$ cat src/rtl/pico_bus_responder.sv
// Pico 8-bit parallel bus responder: synchronises the async strobes, pushes Pico
// writes into an RX FIFO and serves Pico reads from a TX FIFO filled by the datapath.
module pico_bus_responder #(
  parameter int          DEPTH      = 16,
  parameter int          AW         = 4,
  parameter logic [7:0]  EMPTY_BYTE = 8'h00
) (
  input  logic       clk,
  input  logic       rst,
  input  logic       cs_n,
  input  logic       wr_n,
  input  logic       rd_n,
  input  logic [7:0] pico_data_in,
  output logic [7:0] pico_data_out,
  output logic       pico_data_oe,
  output logic [7:0] rx_data,
  output logic       rx_valid,
  input  logic       rx_ready,
  input  logic [7:0] tx_data,
  input  logic       tx_valid,
  output logic       tx_ready,
  output logic       rx_overflow,
  output logic       tx_underflow,
  output logic       proto_err,
  input  logic       err_clr
);

  typedef enum logic {IDLE = 1'b0, READ = 1'b1} state_t;

  logic       cs_s1_q, cs_s2_q, wr_s1_q, wr_s2_q, wr_s3_q, rd_s1_q, rd_s2_q, rd_s3_q;
  logic [7:0] data_s1_q, data_s2_q;

  logic [7:0] rx_mem_q [DEPTH];
  logic [7:0] rx_mem_d [DEPTH];
  logic [7:0] tx_mem_q [DEPTH];
  logic [7:0] tx_mem_d [DEPTH];
  logic [AW:0] rx_wp_q, rx_wp_d, rx_rp_q, rx_rp_d, tx_wp_q, tx_wp_d, tx_rp_q, tx_rp_d;

  state_t     state_q, state_d;
  logic       oe_q, oe_d, had_data_q, had_data_d;
  logic [7:0] dout_q, dout_d;
  logic       rx_ovf_q, rx_ovf_d, tx_unf_q, tx_unf_d, proto_q, proto_d;

  logic       wr_rise_s, rd_fall_s, rd_rise_s, proto_s;
  logic       rx_empty_s, rx_full_s, tx_empty_s, tx_full_s;
  logic       rx_pop_s, rx_push_s, capture_s, ovf_set_s;
  logic       tx_pop_s, tx_push_s, rd_enter_s;
  logic [7:0] tx_head_s;

  localparam logic [AW:0] PTR_ONE = {{AW{1'b0}}, 1'b1};

  assign wr_rise_s  = wr_s2_q & ~wr_s3_q;
  assign rd_fall_s  = ~rd_s2_q & rd_s3_q;
  assign rd_rise_s  = rd_s2_q & ~rd_s3_q;
  assign proto_s    = ~cs_s2_q & ~wr_s2_q & ~rd_s2_q;

  assign rx_empty_s = (rx_wp_q == rx_rp_q);
  assign rx_full_s  = (rx_wp_q[AW-1:0] == rx_rp_q[AW-1:0]) && (rx_wp_q[AW] != rx_rp_q[AW]);
  assign tx_empty_s = (tx_wp_q == tx_rp_q);
  assign tx_full_s  = (tx_wp_q[AW-1:0] == tx_rp_q[AW-1:0]) && (tx_wp_q[AW] != tx_rp_q[AW]);
  assign tx_head_s  = tx_mem_q[tx_rp_q[AW-1:0]];

  assign rx_pop_s   = rx_ready & ~rx_empty_s;
  assign capture_s  = (state_q == IDLE) & wr_rise_s & ~cs_s2_q & rd_s2_q & ~proto_s;
  // A push into a full RX FIFO still lands when the consumer frees a slot this cycle.
  assign rx_push_s  = capture_s & (~rx_full_s | rx_pop_s);
  assign ovf_set_s  = capture_s & rx_full_s & ~rx_pop_s;

  assign rd_enter_s = (state_q == IDLE) & rd_fall_s & ~cs_s2_q & wr_s2_q & ~proto_s;
  assign tx_push_s  = tx_valid & ~tx_full_s;
  assign tx_pop_s   = (state_q == READ) & ~cs_s2_q & rd_rise_s & had_data_q & ~tx_empty_s;

  // Next-state logic for FIFOs, read FSM and sticky flags.
  always_comb begin
    rx_mem_d   = rx_mem_q;
    tx_mem_d   = tx_mem_q;
    state_d    = state_q;
    oe_d       = oe_q;
    dout_d     = dout_q;
    had_data_d = had_data_q;

    if (rx_push_s) begin
      rx_mem_d[rx_wp_q[AW-1:0]] = data_s2_q;
    end else begin
      rx_mem_d = rx_mem_q;
    end
    if (tx_push_s) begin
      tx_mem_d[tx_wp_q[AW-1:0]] = tx_data;
    end else begin
      tx_mem_d = tx_mem_q;
    end
    rx_wp_d = rx_push_s ? rx_wp_q + PTR_ONE : rx_wp_q;
    rx_rp_d = rx_pop_s  ? rx_rp_q + PTR_ONE : rx_rp_q;
    tx_wp_d = tx_push_s ? tx_wp_q + PTR_ONE : tx_wp_q;
    tx_rp_d = tx_pop_s  ? tx_rp_q + PTR_ONE : tx_rp_q;

    case (state_q)
      IDLE: begin
        if (rd_enter_s) begin
          state_d    = READ;
          oe_d       = 1'b1;
          had_data_d = ~tx_empty_s;
          dout_d     = tx_empty_s ? EMPTY_BYTE : tx_head_s;
        end else begin
          state_d    = IDLE;
        end
      end
      READ: begin
        // cs_n release aborts the read; it also wins over a coincident rd_n rise.
        if (cs_s2_q || rd_rise_s) begin
          state_d = IDLE;
          oe_d    = 1'b0;
        end else begin
          state_d = READ;
        end
      end
      default: begin
        state_d = IDLE;
        oe_d    = 1'b0;
      end
    endcase

    rx_ovf_d = ovf_set_s | (rx_ovf_q & ~err_clr);
    tx_unf_d = (rd_enter_s & tx_empty_s) | (tx_unf_q & ~err_clr);
    proto_d  = proto_s | (proto_q & ~err_clr);
  end

  // Control state, synchronisers and flags.
  always_ff @(posedge clk) begin
    if (rst) begin
      cs_s1_q    <= 1'b1;  cs_s2_q <= 1'b1;
      wr_s1_q    <= 1'b1;  wr_s2_q <= 1'b1;  wr_s3_q <= 1'b1;
      rd_s1_q    <= 1'b1;  rd_s2_q <= 1'b1;  rd_s3_q <= 1'b1;
      data_s1_q  <= 8'h00; data_s2_q <= 8'h00;
      rx_wp_q    <= '0;    rx_rp_q <= '0;
      tx_wp_q    <= '0;    tx_rp_q <= '0;
      state_q    <= IDLE;
      oe_q       <= 1'b0;
      dout_q     <= 8'h00;
      had_data_q <= 1'b0;
      rx_ovf_q   <= 1'b0;
      tx_unf_q   <= 1'b0;
      proto_q    <= 1'b0;
    end else begin
      cs_s1_q    <= cs_n;    cs_s2_q <= cs_s1_q;
      wr_s1_q    <= wr_n;    wr_s2_q <= wr_s1_q;  wr_s3_q <= wr_s2_q;
      rd_s1_q    <= rd_n;    rd_s2_q <= rd_s1_q;  rd_s3_q <= rd_s2_q;
      data_s1_q  <= pico_data_in;  data_s2_q <= data_s1_q;
      rx_wp_q    <= rx_wp_d; rx_rp_q <= rx_rp_d;
      tx_wp_q    <= tx_wp_d; tx_rp_q <= tx_rp_d;
      state_q    <= state_d;
      oe_q       <= oe_d;
      dout_q     <= dout_d;
      had_data_q <= had_data_d;
      rx_ovf_q   <= rx_ovf_d;
      tx_unf_q   <= tx_unf_d;
      proto_q    <= proto_d;
    end
  end

  // Storage arrays need no reset; pointers define what is valid.
  always_ff @(posedge clk) begin
    rx_mem_q <= rx_mem_d;
    tx_mem_q <= tx_mem_d;
  end

  assign pico_data_out = dout_q;
  assign pico_data_oe  = oe_q;
  assign rx_data       = rx_mem_q[rx_rp_q[AW-1:0]];
  assign rx_valid      = ~rx_empty_s;
  assign tx_ready      = ~tx_full_s;
  assign rx_overflow   = rx_ovf_q;
  assign tx_underflow  = tx_unf_q;
  assign proto_err     = proto_q;

endmodule

$ cat config.mk
export PLATFORM = sky130hd
export DESIGN_NAME = pico_bus_responder
export DESIGN_NICKNAME = d
export VERILOG_FILES = /design/src/rtl/pico_bus_responder.sv
export SDC_FILE = /design/constraint.sdc
export NUM_CORES = 1
export LEC_CHECK = 0
export ABC_AREA = 1
export ABC_CLOCK_PERIOD_IN_PS = 2800
export CAP_MARGIN = 20
export CORE_AREA = 2 2 134 149
export CTS_BUF_LIST = sky130_fd_sc_hd__clkbuf_8
export CTS_CLUSTER_SIZE = 14
export DETAILED_ROUTE_END_ITERATION = 10
export DIE_AREA = 0 0 136 151
export DONT_BUFFER_PORTS = 1
export GPL_TIMING_DRIVEN = 0
export PLACE_DENSITY = 0.84
export SETUP_SLACK_MARGIN = 0.3
export SYNTH_ARGS = -nofsm -noshare
export SYNTH_HDL_FRONTEND = slang
export SYNTH_SLANG_ARGS = --single-unit
$ cat constraint.sdc
create_clock -name clk -period 2.8 [get_ports clk]
set_input_delay 0.14 -clock clk [delete_from_list [all_inputs] [get_ports clk]]
set_output_delay 0.14 -clock clk [all_outputs]
set_load 0.02 [all_outputs]
* After elaboration in Yosys (flattened, before gate mapping)
Index checks and enable logic that the tools add are counted.
Widths: inputs -> output; s select.
** Word-level totals
- Output and inout port bits :: 22
- Word-level logic and storage cells :: 144
- Register bits after elaboration :: 314
- Input bits :: 24
** Cells by class
- $lt $le $gt $ge :: 6
- Mux-type cells :: 19
- Equal/unequal tests :: 8
- Reductions and logical operators :: 7
- Bitwise logic cells :: 47
- Add/sub/neg operators :: 4
** Operator list (count)
- $bwmux 128 :: 2
- $bmux 8 s4 :: 2
- $demux 8 s4 :: 2
- $mux 8 :: 7
- $and 1x1->1 :: 26
- $add 5x1->5 const B :: 4
- $ge 5x5->1 const B :: 4
- $not 4->5 :: 4
- $not 1->1 :: 13
- $eq 5x5->1 :: 2
- $lt 5x1->1 const B :: 2
- $eq 4x4->1 :: 2
- $logic_and 1x1->1 :: 4
- $mux 1 :: 4
- $or 1x1->1 :: 4
- $pmux 1 s2 :: 2
- $reduce_and 2->1 :: 2
- $ne 1x1->1 :: 2
- $ne 2x1->1 const B :: 1
- $ne 2x2->1 const B :: 1
- $logic_or 1x1->1 :: 1

* Depth between registers and ports, before layout
- Word-level depth :: 9
- Gate-level depth with buffers :: 12
- Depth with buffers taken out :: 10

* Least setup slack after synthesis
OpenSTA, ideal clock, no wires.
- Path type :: register to register
- From :: register tx_wp_q[2]
- To :: register tx_mem_q[100] (netlist bit), enable pin
- Library setup time :: 0.370 ns
- Data arrival time :: 1.591 ns
- Period minus slack after synthesis :: 1.961 ns
- Path buffers :: 1
- Data required time :: 2.430 ns
- Slack :: 0.839 ns
- Stages on the path, launching flop included :: 9
- Cell sequence :: dfxtp_1 -> buf_2 -> xor2_1 -> nor2_2 -> nand3b_2 -> nand2_2 -> inv_2 -> nand2_1 -> nor2_1
** Between the ends
- Longest elaborated chain between the ends :: 4
** Ends and longest elaborated chain
- from (decl) :: line 37 : logic [AW:0] rx_wp_q, rx_wp_d, rx_rp_q, rx_rp_d, tx_wp_q, tx_wp_d, tx_rp_q, tx_rp_d;
- from (signal assigned) :: line 150 : tx_wp_q <= tx_wp_d; tx_rp_q <= tx_rp_d;
- $eq 4x4->1 :: line 60 : assign tx_full_s = (tx_wp_q[AW-1:0] == tx_rp_q[AW-1:0]) && (tx_wp_q[AW] != tx_rp_q[AW]);
- $logic_and 1x1->1 :: line 60
- $not 1->1
- named net tx_ready :: line 21 : output logic tx_ready,
- $and 1x1->1 :: line 70 : assign tx_push_s = tx_valid & ~tx_full_s;
- to (signal assigned) :: line 164 : tx_mem_q <= tx_mem_d;
- to (decl) :: line 35 : logic [7:0] tx_mem_q [DEPTH];
The timed path passes the listed nets, and every way through them passes these cells.
A chain may end at the register's enable or synchronous reset.

* Worst setup path after layout
- From :: register tx_rp_q[1]
- To :: register tx_mem_q[28] (netlist bit), enable pin
** Between the ends
- Longest elaborated chain between the ends :: 4
** Ends and longest elaborated chain (line)
- from (decl) :: 37
- from (signal assigned) :: 150
- $eq 4x4->1 :: 60
- $logic_and 1x1->1 :: 60
- $not 1->1
- named net tx_ready :: 21
- $and 1x1->1 :: 70
The timed path passes the listed nets, and every way through them passes these cells.

==> run_results.csv <==
group,metric,value,unit
status,outcome,"finished clean",
logic_synthesis,ys_seq_area_share,67.5,%
setup_path,cp_max_fo,9,
logic_synthesis,synth_edf_count,256,
clock_tree,cts_buffers,45,
timing,setup_slack,0.287,ns
flow_run,drv_cap,0,
power_and_ir_drop,p_comb_share,6.6,%
power_and_ir_drop,p_leak,5.82,nW
setup_path,critPathMaxStageDelay,0.57,ns
global_routing,grt.total_usage,30.2,%
logic_synthesis,synthMuxAreaShare,0,%
power_and_ir_drop,swShare,23.4,%
layout,final_layout_size_suffix_gt1_share,10.8,%
logic_synthesis,synth_fp_nets,1290,
layout,area_delta_synth_final,11.7,%
logic_synthesis,syn_area_per_cell,10.4,um^2
place,place_congestion,0.929,
logic_synthesis,synth_compound_area_share,5.35,%
setup_path,critPathBufInv,3,
timing,tns,0,ns
timing,fin_crit_sh,89.7,%
die,die_w,136,um
die,pin_count,46,
clock_tree,cts.sinks,314,
min_path,hold_path.class,"in -> reg",
setup_path,critPathSlowestCell,"nor2_1",
power_and_ir_drop,p_per_area,627,nW/um^2
logic_synthesis,synth-simple-area-share,18.1,%
global_routing,grt_overflow,0,
timing,fin_crit,2.51,ns
place,dp_slack,0.343,ns
timing,setup_viol,0,
timing,rsz0062_at_grt,"true",
clock_tree,clk_pin_slew,0.06,ns
timing,fin_worst_skew,0.0346,ns
detailed_routing,num_vias,9257,
setup_path,crit_family,"simple AND/OR/NAND/NOR gates",
timing,hold_viol_final,0,
power_and_ir_drop,p_int,7.02,mW
logic_synthesis,synthXorXnorAreaFrac,1.27,%
layout,final_util,77.2,%
logic_synthesis,async_flop_share,0,%
min_path,whs_path_depth,2,
logic_synthesis,synth_cells,1256,
detailed_routing,drt_iter0_drc,922,
logic_synthesis,yosysWarnings,0,
clock_tree,cts_buffer_depth,3,
timing,worst_slew_pin_slew,0.836,ns
logic_synthesis,synth_top_family_by_area,"simple AND/OR/NAND/NOR gates",
power_and_ir_drop,vdd_drop_max,0.626,mV
die,dieArea,20500,um^2
detailed_routing,ant_nets,0,
die,row_count,53,
setup_path,worst-path-stages,10,
place,numPortBuffers,0,
clock_tree,clk_latency,0.56,ns
global_routing,antenna_found_initial,2,
setup_path,worstRegToRegCells,10,
global_routing,grt_max_degree,17,
die,initial_utilization,69.1,%
detailed_routing,via_per_inst,5.73,
logic_synthesis,syn_area,13100,um^2
power_and_ir_drop,seqPwrFrac,55.9,%
logic_synthesis,ys_types,30,
timing,timing.hold.ws,0.218,ns
setup_path,required,2.96,ns
place,place_hpwl,19300,um
layout,layout.nets,1365,
detailed_routing,post-route-drc-count,0,
clock_tree,cts_setup_buffers,0,
power_and_ir_drop,p_sw,2.15,mW
logic_synthesis,dominantRegCellSynth,"edfxtp_1",
die,dieHeight,151,um
detailed_routing,dr.pass1.iters,5,
layout,fillerInstances,1153,
power_and_ir_drop,power.clock.fraction,37.5,%
timing,drv_slew,0,
timing,max_freq,0.398,GHz
detailed_routing,routed_wl,30500,um
clock_tree,cts_root_buf,"clkbuf_8",
die,core_area,19000,um^2
setup_path,cp_cell_sequence,"buf_4 > inv_2 > nand2_1 > nand2_1 > a21oi_2 > nand3b_2 > nand2_2 > inv_2 > nand2_2 > nor2_1",
setup_path,critPathLaunchType,"flip-flop",
setup_path,end_kind,"flip-flop",
setup_path,critPathKind,"reg -> reg",
clock_tree,htreeDepth,2,
clock_tree,cts_tree,"done",
setup_path,critPathArrivalTime,2.68,ns
timing,max-slew-margin-rel,44.1,%
logic_synthesis,synth_seq_cells,314,
global_routing,grt_pass1_wl,46700,um
detailed_routing,wl_per_cell,18.9,um
global_routing,grt_pass1_vias,9248,
logic_synthesis,yosys.area_share.adder,0.955,%
## cell families after synthesis
logic type,Yosys count
buf+inv,220
fa+ha+maj,10
compound gates,118
flops,314
simple gates,575
xor+xnor,19
## power groups by stage
stage	Clock, mW	Sequential (mW)	Combinational, mW
floorplan	0	5.21	0.366
global placement	0	5.22	0.486
detailed placement	0	5.23	0.502
CTS	3.46	5.13	0.575
global route	3.64	5.13	0.652
finish	3.44	5.13	0.602
## cell usage in the layout (no fill, tap or decap), drive strengths merged, types with 16 or more instances in the layout
cell	count
nand3	120
nor2	167
dlygate4sd3	28
buf	26
inv	172
edfxtp	256
a21oi	27
clkbuf	80
clkinv	21
o21ai	58
o32ai	16
dfxtp	58
nand2	277
o211ai	16
## cell type report
class	count	area [um^2]	share of cell area, %
Buffer	55	284	1.94
Timing Repair Buffer	28	280	1.91
Tap cell	247	309	2.11
Antenna cell	3	7.51	0.0513
Clock inverter	31	155	1.06
Multi-Input combinational cell	722	3430	23.4
Clock buffer	51	702	4.80
Inverter	165	619	4.23
Sequential cell	314	8850	60.5
## worst reg2reg max path, cell delays in order, from the launching register on
cell and delay [ns]:
dfxtp_1 0.33, buf_4 0.18, inv_2 0.12, nand2_1 0.06, nand2_1 0.08, a21oi_2 0.06, nand3b_2 0.27, nand2_2 0.17
inv_2 0.16, nand2_2 0.11, nor2_1 0.57
## path summary, 6_finish.rpt
kind,from,end,slack [ns]
min reg2reg,data_s1_q[1],data_s2_q[1],0.41
max reg2reg,tx_rp_q[1],tx_mem_q[28],0.29
min,wr_n,wr_s1_q,0.22
max,tx_rp_q[1],tx_mem_q[28],0.29
## cells in the mapped netlist, drive strengths merged (2+ instances only)
cell	instances	area (um^2)
nand2	277	1060
edfxtp	256	7690
nor2	167	629
inv	164	616
nand3	120	616
dfxtp	58	1160
o21ai	58	290
clkbuf	28	105
a21oi	27	143
buf	27	165
o211ai	16	120
o32ai	16	140
xor2	13	114
ha	10	125
or2	7	43.8
xnor2	6	52.6
nand4	2	12.5
## metrics by stage
| stage | cells | power [mW] | cell area (um^2) |
|---|---|---|---|
| 5_1_grt | 1615 | 9.43 | 14600 |
| 6_report | 1616 | 9.17 | 14600 |
| 4_1_cts | 1613 | 9.16 | 14600 |
| 3_3_place_gp | 1503 | 5.71 | 13400 |
| 2_1_floorplan | 1256 | 5.57 | 13100 |
| 3_5_place_dp | 1503 | 5.73 | 13400 |
## flip-flops by register name, summed over array words and instances, names as in the netlist
| signal | count |
|---|---|
| tx_rp_q | 5 |
| pico_data_oe | 1 |
| rd_s3_q | 1 |
| rx_mem_q | 128 |
| wr_s2_q | 1 |
| rx_rp_q | 5 |
| cs_s2_q | 1 |
| proto_err | 1 |
| wr_s3_q | 1 |
| rx_wp_q | 5 |
| state_q | 1 |
| data_s2_q | 8 |
| tx_wp_q | 5 |
| data_s1_q | 8 |
| pico_data_out | 8 |
| rd_s2_q | 1 |
| tx_mem_q | 128 |
| cs_s1_q | 1 |
| rd_s1_q | 1 |
| rx_overflow | 1 |
| had_data_q | 1 |
| tx_underflow | 1 |
| wr_s1_q | 1 |
## repair_timing
action,4_1_cts,5_1_grt
pin swaps,0,2
setup endpoints to repair,16,121
endpoints found under the hold margin,158,0
gates resized for setup,7,26
hold buffers,28,0
## per-layer routing
layer / GRT usage [%] / part of all wire (%) / vias up / wire [um]
met2: 52.8 / 51 / 478 / 15500
met1: 33.7 / 36 / 4348 / 10800
li1: - / - / 4310 / -
met3: 6.66 / 7.8 / 121 / 2370
met5: 0 / 0 / - / 0
met4: 18.5 / 5.8 / 0 / 1760
Note: power is estimated with default switching activity, not from simulation.
